[config.mk]
export PLATFORM = sky130hd
export DESIGN_NAME = fp_addsub_pipe
export DESIGN_NICKNAME = d
export VERILOG_FILES = /design/src/rtl/fp_addsub_pipe.sv
export SDC_FILE = /design/constraint.sdc
export NUM_CORES = 1
export LEC_CHECK = 0
export BUFFER_PORTS_ARGS = -buffer_cell sky130_fd_sc_hd__buf_2
export CAP_MARGIN = 0
export CELL_PAD_IN_SITES_DETAIL_PLACEMENT = 1
export CELL_PAD_IN_SITES_GLOBAL_PLACEMENT = 1
export CORE_UTILIZATION = 39
export CTS_BUF_LIST = sky130_fd_sc_hd__clkbuf_8 sky130_fd_sc_hd__clkbuf_16
export DETAILED_ROUTE_END_ITERATION = 10
export GPL_TIMING_DRIVEN = 0
export PLACE_DENSITY_LB_ADDON = 0.2
export RECOVER_POWER = 25
export SLEW_MARGIN = 30
export SYNTH_ARGS = -nofsm -noshare
export SYNTH_HDL_FRONTEND = slang
export SYNTH_SLANG_ARGS = --single-unit
[constraint.sdc]
create_clock -name clk -period 45.5 [get_ports clk]
set_input_delay 9.1 -clock clk [delete_from_list [all_inputs] [get_ports clk]]
set_output_delay 9.1 -clock clk [all_outputs]
set_load 0.005 [all_outputs]
[src/rtl/fp_addsub_pipe.sv]
// ============================================================================
// Module   : fp_addsub_pipe
// Brief    : Two-stage single-precision add/subtract front end with a
//            valid/ready handshake. It steers same-sign operand pairs to
//            sradd and opposite-sign pairs to srsub. The optional build
//            macro FP_ADDSUB_STATS_EN adds saturating operation and NaN
//            counters.
// Revision : 1.0 - initial release
// ============================================================================
`default_nettype none

module fp_addsub_pipe #(
  parameter int TAG_W = 8
) (
  input  logic             clk,
  input  logic             reset,
  input  logic             in_valid,
  output logic             in_ready,
  input  logic             op_sub,
  input  logic [31:0]      a,
  input  logic [31:0]      b,
  input  logic [TAG_W-1:0] in_tag,
  output logic             out_valid,
  input  logic             out_ready,
  output logic [31:0]      z,
  output logic [TAG_W-1:0] out_tag,
  output logic [15:0]      op_count,
  output logic [15:0]      nan_count
);

  localparam logic [31:0] NAN_WORD = 32'hFFFF_FFFF;

  // Magnitude add of two same-sign operands. The result is truncated, and
  // an exponent overflow saturates to infinity.
  function automatic logic [31:0] sradd(input logic [31:0] x, input logic [31:0] y);
    logic [7:0]  ex, ey, eb, es, d;
    logic [26:0] mx, my, mb, ms;
    logic [27:0] sum;
    logic [8:0]  e;
    logic [31:0] r;
    ex = (x[30:23] == 8'd0) ? 8'd1 : x[30:23];
    ey = (y[30:23] == 8'd0) ? 8'd1 : y[30:23];
    mx = {|x[30:23], x[22:0], 3'b000};
    my = {|y[30:23], y[22:0], 3'b000};
    if ({ex, mx} >= {ey, my}) begin
      eb = ex; mb = mx; es = ey; ms = my;
    end else begin
      eb = ey; mb = my; es = ex; ms = mx;
    end
    d   = eb - es;
    ms  = (d > 8'd26) ? 27'd0 : (ms >> d);
    sum = {1'b0, mb} + {1'b0, ms};
    e   = {1'b0, eb};
    if (sum[27]) begin
      sum = sum >> 1;
      e   = e + 9'd1;
    end
    if (e >= 9'd255)
      r = {x[31], 8'hFF, 23'd0};
    else if (!sum[26])
      r = {x[31], 8'd0, sum[25:3]};
    else
      r = {x[31], e[7:0], sum[25:3]};
    return r;
  endfunction

  // x - y for two operands of equal sign. Equal operands give +0. A result
  // below the normal range becomes denormal.
  function automatic logic [31:0] srsub(input logic [31:0] x, input logic [31:0] y);
    logic [7:0]  ex, ey, eb, es, d;
    logic [26:0] mx, my, mb, ms, diff, norm;
    logic [4:0]  lz;
    logic        found, sgn;
    logic [31:0] r;
    ex = (x[30:23] == 8'd0) ? 8'd1 : x[30:23];
    ey = (y[30:23] == 8'd0) ? 8'd1 : y[30:23];
    mx = {|x[30:23], x[22:0], 3'b000};
    my = {|y[30:23], y[22:0], 3'b000};
    if ({ex, mx} > {ey, my}) begin
      eb = ex; mb = mx; es = ey; ms = my; sgn = x[31];
    end else begin
      eb = ey; mb = my; es = ex; ms = mx; sgn = ~x[31];
    end
    d     = eb - es;
    ms    = (d > 8'd26) ? 27'd0 : (ms >> d);
    diff  = mb - ms;
    lz    = 5'd0;
    found = 1'b0;
    for (int i = 26; i >= 0; i--) begin
      if (!found) begin
        if (diff[i]) found = 1'b1;
        else         lz    = lz + 5'd1;
      end
    end
    if ({ex, mx} == {ey, my}) begin
      norm = 27'd0;
      r    = 32'd0;
    end else if ({3'd0, lz} < eb) begin
      norm = diff << lz;
      r    = {sgn, eb - {3'd0, lz}, norm[25:3]};
    end else begin
      norm = diff << (eb - 8'd1);
      r    = {sgn, 8'd0, norm[25:3]};
    end
    return r;
  endfunction

  logic             s1_valid_q, s1_same_q, s1_nan_q;
  logic [31:0]      s1_a_q, s1_be_q;
  logic [TAG_W-1:0] s1_tag_q;
  logic             out_valid_q;
  logic [31:0]      z_q;
  logic [TAG_W-1:0] out_tag_q;

  logic        s1_adv, s1_load;
  logic [31:0] be_d, z_d;
  logic        same_d, nan_d;

  assign s1_adv   = s1_valid_q & (~out_valid_q | out_ready);
  assign in_ready = ~s1_valid_q | s1_adv;
  assign s1_load  = in_valid & in_ready;

  assign be_d   = op_sub ? {~b[31], b[30:0]} : b;
  assign same_d = (a[31] == be_d[31]);
  // The NaN check uses the raw b, because be may have its sign bit flipped.
  assign nan_d  = (a == NAN_WORD) | (b == NAN_WORD);

  always_comb begin
    z_d = 32'd0;
    if (s1_nan_q)
      z_d = NAN_WORD;
    else if (s1_a_q == 32'd0)
      z_d = s1_be_q;
    else if (s1_be_q[30:0] == 31'd0)
      z_d = s1_a_q;
    else if (s1_same_q)
      z_d = sradd(s1_a_q, s1_be_q);
    else
      z_d = srsub(s1_a_q, {~s1_be_q[31], s1_be_q[30:0]});
  end

  always_ff @(posedge clk or posedge reset) begin
    if (reset) begin
      s1_valid_q  <= 1'b0;
      s1_a_q      <= 32'd0;
      s1_be_q     <= 32'd0;
      s1_same_q   <= 1'b0;
      s1_nan_q    <= 1'b0;
      s1_tag_q    <= '0;
      out_valid_q <= 1'b0;
      z_q         <= 32'd0;
      out_tag_q   <= '0;
    end else begin
      if (s1_load) begin
        s1_a_q    <= a;
        s1_be_q   <= be_d;
        s1_same_q <= same_d;
        s1_nan_q  <= nan_d;
        s1_tag_q  <= in_tag;
      end
      if (s1_load)
        s1_valid_q <= 1'b1;
      else if (s1_adv)
        s1_valid_q <= 1'b0;
      if (s1_adv) begin
        out_valid_q <= 1'b1;
        z_q         <= z_d;
        out_tag_q   <= s1_tag_q;
      end else if (out_ready) begin
        out_valid_q <= 1'b0;
      end
    end
  end

  assign out_valid = out_valid_q;
  assign z         = z_q;
  assign out_tag   = out_tag_q;

`ifdef FP_ADDSUB_STATS_EN
  logic [15:0] op_count_q, nan_count_q;
  logic        out_xfer;

  assign out_xfer = out_valid_q & out_ready;

  always_ff @(posedge clk or posedge reset) begin
    if (reset) begin
      op_count_q  <= 16'd0;
      nan_count_q <= 16'd0;
    end else if (out_xfer) begin
      if (op_count_q != 16'hFFFF)
        op_count_q <= op_count_q + 16'd1;
      if ((z_q == NAN_WORD) && (nan_count_q != 16'hFFFF))
        nan_count_q <= nan_count_q + 16'd1;
    end
  end

  assign op_count  = op_count_q;
  assign nan_count = nan_count_q;
`else
  assign op_count  = 16'd0;
  assign nan_count = 16'd0;
`endif

endmodule

`default_nettype wire
==> flow_summary.ini <==
[timing]
report.final.hold_viol_count = 0
worstMarginPinSlew_ps = 4520
rsz0062_at_grt = no
max_clock_freq_ghz = 0.0337
finClkSkew_ps = 15.0
setup_viol = 0
final.setup.tns_ps = 0
max_slew_margin = -2.01
timing.final.crit_share = 0.652
slew_viol_final = 119
timing.final.ws_setup_ps = 15830
period_minus_slack_ps = 29670

[drt]
wirelength_um = 102000
wl_per_instance_um = 28.6
drtAntennaViolNets = 0
route.vias.total = 22600
remaining_drc_errors = 0
viasPerCell = 6.36
first_iter_violations = 1909
detailedRoute.firstPassIterationCount = 5

[hold_path]
min_delay_worst_type = flop to flop

[yosys]
async_reset_ff_frac = 1.00
syn-cell-area_sq_um = 20000
synth.most_common_cell = nand2_1
post_synth_main_area_contributors = dfrtp_1 (15%), mux2i_1 (7.6%), ha_1 (7.0%), mux2_2 (6.9%), nand2_1 (6.1%)
synth_enable_flop_cells = 0
postSynthRegisterBits = 116
synth.lib_cells_used.distinct = 120
synth_seq_area_share = 0.146
synth_top_area_cell = dfrtp_1
ys_top_cells_by_count = nand2_1 (323), nor2_1 (243), a21oi_1 (211), o21ai_0 (176), mux2i_1 (152)
netlist.area_leader.share = 0.146
postSynth.topFlopCell = dfrtp_1
synth-warning-count = 0
postSynthCellCount = 2694
post_synth.cell_area_avg_sq_um = 7.41

[critical_path]
longest_individual_stage_delay_on_the_worst_path_ps = 870
worst-endpoint-required_ps = 45800
cp-start-kind = flop
cp_data_arrival_time_ps = 29970
worst-path-max-fanout = 10
timing.critical_path.to_type = flop
setup.worst_path.class = flop to flop
cp_slowest_cell = nor3_1
path_common_cell = ha_1

[cts]
numClockSinks = 116
post-cts-setup-buffer-count = 0
insertion_delay_ps = 450
numCtsBuffers = 17
cts_tree = done
root_buffer = clkbuf_16
cts_hold_repair.buffers = 0
clockBufferDepth = 2
cts-resized-gates = 0
cts_max_level = 4
cts.clk_slew.worst_paths_ps = 70

[flow_run]
max_cap_viols = 2

[power_and_ir_drop]
seqPwrFrac = 0.088
power_frac_clock = 0.075
peak_ir_drop_on_the_vdd_network_mv = 0.0369
power_switching_share = 0.601
power_report.internal_total_uw = 785
power_frac_comb = 0.837
p_switching_uw = 1180
leakagePower_uw = 0.00949
powerDensity_nw_per_um2 = 88.8

[floorplanning]
core.rowCount = 82
design.core.area_sq_um = 50300
fp.dieH_um = 228
initial_core_util = 0.397
boundaryPins = 151
die-width_um = 228
die-area_sq_um = 52100

[place]
post-dp-hpwl_um = 81500
io_buffers = 118
detailedPlace.worstSlack_ps = 16460
gpl.final_weighted_congestion = 0.998

[outcome]
failed_checks = capacitance limit, slew limit
status = finished with violations

[cells_and_area]
drive_above_1_share = 0.150
layout.nets = 3054
area.growth.synth_to_final_pct = 11.0
layout.filler_cells = 6416

[grt]
grt_antenna_before_repair = 6
grt.total_usage = 0.382
globalRouteOverflowTotal = 0
number_of_global_route_vias_before_repair = 22700
grt_first_pass_wirelength_um = 150000
pin_count_of_the_biggest_net_entering_global_routing = 77
[critical path, delay by kind of cell (launching register included)]
kind	cells	cell delay [ps]
and+or+nand+nor	39	8780
AOI/OAI and AO/OA	37	8450
adders and majority gates	15	4780
buffers and inverters	12	3120
muxes	9	2240
xor gates and xnor gates	6	1450
DFF	1	590
[metrics by stage]
step                      power, uW  std cells  hold WS (ps)   util  cell area [sq um]
after floorplan                1250       2725           433      -              20100
after global placement         1730       3515           441  0.428              21500
after detailed placement       1770       3516           453  0.429              21600
after CTS                      1920       3547           467  0.441              22200
after global routing           2090       3547           492  0.440              22100
final                          1970       3548           464  0.441              22100
[per-layer routing]
layer	share of wire	global-route usage	wire length, um
met5	0.00042	0	43
met4	0.060	0.194	6080
met3	0.074	0.0675	7470
met1	0.42	0.493	42500
met2	0.45	0.612	45500
[kinds of logic (layout without fill, tap and decap cells)]
| family | count (synthesis) | after routing | share of synthesized area |
|---|---|---|---|
| compound gates | 754 | 754 | 0.248 |
| xor+xnor | 124 | 124 | 0.0639 |
| fa+ha+maj | 117 | 117 | 0.0738 |
| buf+inv | 326 | 476 | 0.0712 |
| flops | 116 | 116 | 0.145 |
| mux | 295 | 295 | 0.167 |
| other cells | 1 | 33 | 0.000188 |
| simple gates | 961 | 961 | 0.231 |
[path summary, 6_finish.rpt]
| kind | from | to | slack, ps | depth (start not counted) |
|---|---|---|---|---|
| worst max register to register | s1_a_q[24] | z[16] | 15830 | 118 |
| worst min-delay path | s1_tag_q[2] | out_tag[2] | 460 | 2 |
| worst max-delay path | s1_a_q[24] | z[16] | 15830 | 118 |
| min in group asynchronous | reset | out_tag[2] | 9130 | 2 |
| worst min register to register | s1_tag_q[2] | out_tag[2] | 460 | 2 |
| max in group asynchronous | reset | s1_a_q[12] | 31360 | 3 |
[cell type report]
type                       instances  area [sq um]  share of cell area
clock buffer                      18           439              0.0198
antenna                            1          2.50            0.000113
inverter                         106           399              0.0180
buffer                           220          1020              0.0462
timing repair buffer             119           594              0.0268
multi-input combinational       2283         15800               0.712
clock inverter                    13           173             0.00780
tap                              672           841              0.0380
sequential                       116          2900               0.131
[sequential cells by signal (all words and copies together), names as in the netlist]
| register | cells |
|---|---|
| s1_be_q | 32 |
| s1_valid_q | 1 |
| s1_same_q | 1 |
| out_valid | 1 |
| s1_nan_q | 1 |
| z | 32 |
| s1_tag_q | 8 |
| s1_a_q | 32 |
| out_tag | 8 |
[power by group through the flow]
stage          Clock (uW)  Combinational [uW]  Sequential (uW)
4_1_cts               148                1600              170
6_report              148                1650              173
3_3_place_gp            0                1560              171
2_1_floorplan           0                1100              148
5_1_grt               152                1760              172
3_5_place_dp            0                1590              171
[placed cells by master, fill, tap and decap left out, types with 37 or more instances in the layout]
| cell | netlist | final |
|---|---|---|
| nand2_1 | 323 | 323 |
| nor2_1 | 243 | 243 |
| a21oi_1 | 211 | 211 |
| o21ai_0 | 176 | 175 |
| mux2i_1 | 152 | 152 |
| clkbuf_1 | 147 | 147 |
| buf_2 | 18 | 136 |
| mux2_2 | 123 | 123 |
| dfrtp_1 | 116 | 116 |
| ha_1 | 112 | 112 |
| inv_1 | 103 | 102 |
| nor3_1 | 74 | 74 |
| xnor2_1 | 74 | 72 |
| nand3_1 | 61 | 61 |
| nand4_1 | 47 | 47 |
| a21o_1 | 39 | 39 |
| buf_4 | 38 | 38 |
| a211oi_1 | 38 | 37 |
No activity file was read; power rests on OpenSTA's default activity.
